**src/rtl/pim_axi_rd_arbiter.sv**
```systemverilog
// pim_axi_rd_arbiter: two-requester AXI4 read-channel arbiter with a grant locked for a whole R burst.
// Define PIM_ARB_FIXED_PRIO_EN for fixed priority (requester 0 first); the default build is round-robin.
module pim_axi_rd_arbiter #(
    parameter int DATA_WIDTH = 512,
    parameter int ADDR_WIDTH = 32,
    parameter int ID_WIDTH   = 8
) (
    input  logic                  clk,
    input  logic                  rst_n,
    // requester 0 (CPU fetch path)
    input  logic [ID_WIDTH-1:0]   s0_arid,
    input  logic [ADDR_WIDTH-1:0] s0_araddr,
    input  logic [7:0]            s0_arlen,
    input  logic [2:0]            s0_arsize,
    input  logic [1:0]            s0_arburst,
    input  logic                  s0_arvalid,
    output logic                  s0_arready,
    output logic [ID_WIDTH-1:0]   s0_rid,
    output logic [DATA_WIDTH-1:0] s0_rdata,
    output logic [1:0]            s0_rresp,
    output logic                  s0_rlast,
    output logic                  s0_rvalid,
    input  logic                  s0_rready,
    // requester 1 (PIM compute engine)
    input  logic [ID_WIDTH-1:0]   s1_arid,
    input  logic [ADDR_WIDTH-1:0] s1_araddr,
    input  logic [7:0]            s1_arlen,
    input  logic [2:0]            s1_arsize,
    input  logic [1:0]            s1_arburst,
    input  logic                  s1_arvalid,
    output logic                  s1_arready,
    output logic [ID_WIDTH-1:0]   s1_rid,
    output logic [DATA_WIDTH-1:0] s1_rdata,
    output logic [1:0]            s1_rresp,
    output logic                  s1_rlast,
    output logic                  s1_rvalid,
    input  logic                  s1_rready,
    // memory slave
    output logic [ID_WIDTH-1:0]   m_arid,
    output logic [ADDR_WIDTH-1:0] m_araddr,
    output logic [7:0]            m_arlen,
    output logic [2:0]            m_arsize,
    output logic [1:0]            m_arburst,
    output logic                  m_arvalid,
    input  logic                  m_arready,
    input  logic [ID_WIDTH-1:0]   m_rid,
    input  logic [DATA_WIDTH-1:0] m_rdata,
    input  logic [1:0]            m_rresp,
    input  logic                  m_rlast,
    input  logic                  m_rvalid,
    output logic                  m_rready,
    output logic                  protocol_err
);

    typedef enum logic [1:0] {IDLE = 2'd0, ADDR = 2'd1, DATA = 2'd2} state_e;

    state_e                state_q, state_d;
    logic                  rr_ptr_q, rr_ptr_d;
    logic                  owner_q, owner_d;
    logic [7:0]            beat_cnt_q, beat_cnt_d;
    logic                  err_q, err_d;
    logic [ID_WIDTH-1:0]   arid_q, arid_d;
    logic [ADDR_WIDTH-1:0] araddr_q, araddr_d;
    logic [7:0]            arlen_q, arlen_d;
    logic [2:0]            arsize_q, arsize_d;
    logic [1:0]            arburst_q, arburst_d;
    logic                  winner;
    logic                  any_valid;
    logic                  owner_rready;
    logic                  r_hs;

    assign any_valid = s0_arvalid | s1_arvalid;

`ifdef PIM_ARB_FIXED_PRIO_EN
    assign winner = ~s0_arvalid;
`else
    // Contention is settled by rr_ptr; otherwise the lone valid requester wins.
    assign winner = (s0_arvalid & s1_arvalid) ? rr_ptr_q : s1_arvalid;
`endif

    // Valid/ready: a transfer happens on a channel in any cycle where its valid and ready are both high.
    assign s0_arready = (state_q == IDLE) & s0_arvalid & ~winner;
    assign s1_arready = (state_q == IDLE) & s1_arvalid & winner;

    assign m_arvalid = (state_q == ADDR);
    assign m_arid    = arid_q;
    assign m_araddr  = araddr_q;
    assign m_arlen   = arlen_q;
    assign m_arsize  = arsize_q;
    assign m_arburst = arburst_q;

    // R path is purely combinational; only one burst is ever outstanding, so owner_q routes it.
    assign owner_rready = owner_q ? s1_rready : s0_rready;
    assign m_rready     = (state_q == DATA) & owner_rready;
    assign s0_rvalid    = (state_q == DATA) & ~owner_q & m_rvalid;
    assign s1_rvalid    = (state_q == DATA) & owner_q & m_rvalid;
    assign r_hs         = m_rvalid & m_rready;

    assign s0_rid   = m_rid;
    assign s0_rdata = m_rdata;
    assign s0_rresp = m_rresp;
    assign s0_rlast = m_rlast;
    assign s1_rid   = m_rid;
    assign s1_rdata = m_rdata;
    assign s1_rresp = m_rresp;
    assign s1_rlast = m_rlast;

    assign protocol_err = err_q;

    always_comb begin
        state_d    = state_q;
        rr_ptr_d   = rr_ptr_q;
        owner_d    = owner_q;
        beat_cnt_d = beat_cnt_q;
        err_d      = err_q;
        arid_d     = arid_q;
        araddr_d   = araddr_q;
        arlen_d    = arlen_q;
        arsize_d   = arsize_q;
        arburst_d  = arburst_q;
        case (state_q)
            IDLE: begin
                if (any_valid) begin
                    owner_d    = winner;
                    beat_cnt_d = 8'd0;
                    arid_d     = winner ? s1_arid    : s0_arid;
                    araddr_d   = winner ? s1_araddr  : s0_araddr;
                    arlen_d    = winner ? s1_arlen   : s0_arlen;
                    arsize_d   = winner ? s1_arsize  : s0_arsize;
                    arburst_d  = winner ? s1_arburst : s0_arburst;
                    state_d    = ADDR;
                end
            end
            ADDR: begin
                if (m_arready) state_d = DATA;
            end
            DATA: begin
                if (r_hs) begin
                    beat_cnt_d = beat_cnt_q + 8'd1;
                    // rlast must coincide exactly with the beat numbered arlen.
                    if (m_rlast != (beat_cnt_q == arlen_q)) err_d = 1'b1;
                    if (m_rlast) begin
                        state_d = IDLE;
`ifndef PIM_ARB_FIXED_PRIO_EN
                        rr_ptr_d = ~owner_q;
`endif
                    end
                end
            end
            default: state_d = IDLE;
        endcase
    end

    always_ff @(posedge clk or negedge rst_n) begin
        if (!rst_n) begin
            state_q    <= IDLE;
            rr_ptr_q   <= 1'b0;
            owner_q    <= 1'b0;
            beat_cnt_q <= 8'd0;
            err_q      <= 1'b0;
            arid_q     <= '0;
            araddr_q   <= '0;
            arlen_q    <= 8'd0;
            arsize_q   <= 3'd0;
            arburst_q  <= 2'd0;
        end else begin
            state_q    <= state_d;
            rr_ptr_q   <= rr_ptr_d;
            owner_q    <= owner_d;
            beat_cnt_q <= beat_cnt_d;
            err_q      <= err_d;
            arid_q     <= arid_d;
            araddr_q   <= araddr_d;
            arlen_q    <= arlen_d;
            arsize_q   <= arsize_d;
            arburst_q  <= arburst_d;
        end
    end

endmodule

```
**config.mk**
```make
export PLATFORM = sky130hd
export DESIGN_NAME = pim_axi_rd_arbiter
export DESIGN_NICKNAME = d
export VERILOG_FILES = /design/src/rtl/pim_axi_rd_arbiter.sv
export SDC_FILE = /design/constraint.sdc
export NUM_CORES = 1
export LEC_CHECK = 0
export CORE_AREA = 4 4 670 672
export DETAILED_ROUTE_END_ITERATION = 16
export DIE_AREA = 0 0 674 676
export DONT_BUFFER_PORTS = 1
export PLACE_DENSITY = 0.3
export SYNTH_ARGS = -nofsm -noshare
export SYNTH_HDL_FRONTEND = slang
export SYNTH_SLANG_ARGS = --single-unit
export TNS_END_PERCENT = 100
```
**constraint.sdc**
```tcl
create_clock -name clk -period 2 [get_ports clk]
set_input_delay 0.6 -clock clk [delete_from_list [all_inputs] [get_ports clk]]
set_output_delay 0.6 -clock clk [all_outputs]
set_load 0.03 [all_outputs]
```
==> flow_summary.yaml <==
synthesis:
  synth_cell_types: 32
  synthCells: 1360
  yosysTopAreaCell: "buf_4"
  synth.area.top_cells: "buf_4 (71%), dfrtp_1 (15%), mux2i_1 (4.9%)"
  ys.warnings.count: 0
  syn_nets: 1998
  syn_avg_cell_area_sq_um: 8.12
  syn_area_sq_um: 11000
  ys_ff_latch: 66
  ys_seq_area_share_pct: 15.0
  synth_top_cell_area_share_pct: 71.4
sta:
  worst_slack_ns: -0.117
  worstMarginPinSlew_ns: 0.537
  period_share_pct: 106
  finalSetupViolCount: 6
  relSlewSlack_pct: 64.2
  finalHoldViolations: 66
  maxSlewViolCount: 0
  whs_ns: -0.116
  max_clock_freq_mhz: 472
  rsz0062_at_grt: "true"
  timing.final.crit_period_ns: 2.12
  clock_skew_ns: 0.0490
routing:
  via_per_inst: 0.871
  num_vias: 5492
  dr.pass1.iters: 4
  route.final.wire_length_um: 260000
  drt-initial-drc-count: 468
  drc: 0
  ant_nets: 0
  wl_per_cell_um: 41.2
placed_design:
  portBuffers: 0
  gp_congestion: 0.622
  dp_hpwl_um: 246000
  dpl_cell_area_sq_um: 11000
finish:
  areaGrowthSynthToFinish_pct: 7.31
  final_cell_mix: "dfrtp_1 (63), nand2_1 (58), mux2i_1 (41)"
  fin_nets: 1000
  finalInstanceArea_sq_um: 11900
  final_common_cell: "dfrtp_1"
  drive_gt1_share_pct: 29.7
clocking:
  cts_tree: "done"
  clk_pin_slew_ns: 0.09
  numCtsBuffers: 9
  htreeDepth: 3
  insertion_delay_ns: 0.43
  cts_sinks: 66
  cts-root-buf: "clkbuf_16"
  clock_path_buffers: 2
power_and_ir_drop:
  power_leakage_nw: 2.12
  power_mw: 9.22
  worst_ir_drop_vdd_v: 0.000425
  p_per_area_nw_per_um2: 778
setup_path:
  startpoint: "rr_ptr_q"
  cp_max_fo: 2
  end_kind: "output port"
  worstPathRequired_ns: 1.40
  critPathCapture: "s1_arready"
  r2r_cells: 7
  rr_endpoint: "beat_cnt_q[3]"
  worstPathArrival_ns: 1.52
  crit_path_start_kind: "register"
  critPathKind: "register to output port"
  r2r-start: "state_q[0]"
  r2r_slack_ns: -0.05
global_route:
  grt_pass1_vias: 5072
  grt_overflow: 0
  antenna_found_initial: 38
  grt_max_degree: 67
  gr-usage-all-layers_pct: 10.9
  grt_pass1_wl_um: 272000
die:
  initial_core_util_pct: 2.49
  io_pins: 1743
  die_h_um: 676
  die_w_um: 674
  die-area_sq_um: 456000
  row_count: 245
  coreArea_sq_um: 444000
outcome:
  outcome: "complete, but fails checks"
  violations: "negative hold slack, negative setup slack"
hold_path:
  hold_path.class: "input pin to async pin"
job:
  max_cap_violations: 0
[worst min-delay path by stage]
stage	endpoint	slack [ns]	depth (start not counted)
floorplan	beat_cnt_q[0]	0.30	0
global placement	m_araddr[11]	0.31	0
detailed placement	m_araddr[11]	0.31	0
CTS	m_araddr[5]	-0.19	0
global route	m_araddr[11]	-0.15	0
finish	m_araddr[10]	-0.12	0
[where the power goes]
| part | leakage [nW] | internal [mW] | switching (mW) | total [mW] |
|---|---|---|---|---|
| Sequential | 0.819 | 1.91 | 1.24 | 3.15 |
| Clock | 0.161 | 1.13 | 1.14 | 2.27 |
| Combinational | 1.14 | 1.43 | 2.37 | 3.80 |
| Total | 2.12 | 4.47 | 4.75 | 9.22 |
[per-layer routing]
layer | wire length (um) | share of wire (%) | GRT usage (%)
met5 | 950 | 0.37 | 1.58
met2 | 126000 | 48 | 18.5
met3 | 93200 | 36 | 18.5
met4 | 12200 | 4.7 | 4.57
met1 | 27700 | 11 | 3.30
[final cells by class]
type | instances | area, sq um
fill | 52900 | 432000
tap | 5928 | 7420
multi-input combinational | 226 | 1680
sequential | 66 | 1660
timing repair buffer | 55 | 723
clock buffer | 9 | 225
clock inverter | 7 | 108
antenna | 10 | 25.0
inverter | 4 | 17.5
[cell families (layout without fill, tap and decap cells)]
logic type / count (synthesis) / after routing / synth area share [%]
XOR/XNOR: 8 / 8 / 0.634
AO/OA/AOI/OAI: 77 / 77 / 3.85
other: 0 / 10 / 0
flip-flops: 66 / 66 / 15.0
AND/OR/NAND/NOR: 85 / 85 / 3.42
adder cells (fa/ha/maj): 1 / 1 / 0.113
multiplexers: 55 / 55 / 5.00
buffers and inverters: 1068 / 75 / 72.0
[state kept, by name, indices dropped and copies added, names as in the netlist]
name and count:
state_q 2, m_arsize 3, m_arburst 2, owner_q 1
protocol_err 1, rr_ptr_q 1, m_arlen 8, beat_cnt_q 8
m_arid 8, m_araddr 32
[Yosys cell counts]
master       n
a21oi_1      2
a21o_2       1
and4_1       1
a31oi_1      1
dfrtp_1     66
o21ai_2      1
nor2_1      10
clkbuf_1    11
o32a_2       1
o31ai_1      2
xnor2_1      8
buf_2        2
a21o_1       2
nor3_1       1
a22o_1       1
ha_1         1
nand2_1     59
buf_4     1051
mux2_2       1
inv_1        4
a41oi_1      1
nand3_1      4
nand3b_4     1
and3_1       2
o21ai_0     64
o211ai_2     1
nand4_1      3
or4_4        1
nand2b_1     1
or2b_1       1
or2_4        1
mux2i_1     54
[metrics by stage]
step / setup TNS [ns] / setup slack [ns] / std cells / util, %
final: -0.510 / -0.117 / 6305 / 2.67
after global routing: -1.79 / -0.209 / 6296 / 2.67
after CTS: -1.71 / -0.265 / 6292 / 2.65
after detailed placement: -21.33 / -1.42 / 6260 / 2.47
after global placement: -20.33 / -1.41 / 6260 / 2.47
after floorplan: 0 / 0.0407 / 1360 / -
[critical path, stage by stage (launching register included)]
cell and delay (ns):
dfrtp_4 0.56, o21ai_4 0.20, buf_12 0.15, nor3_4 0.04
buf_12 0.15
[what timing repair did]
action	4_1_cts	5_1_grt
endpoints found under the setup margin	63	35
setup buffers	14	3
pin swaps	4	3
hold endpoints to repair	66	66
resized for setup	63	30
cloned	3	1
(Power assumes the default switching activity.)
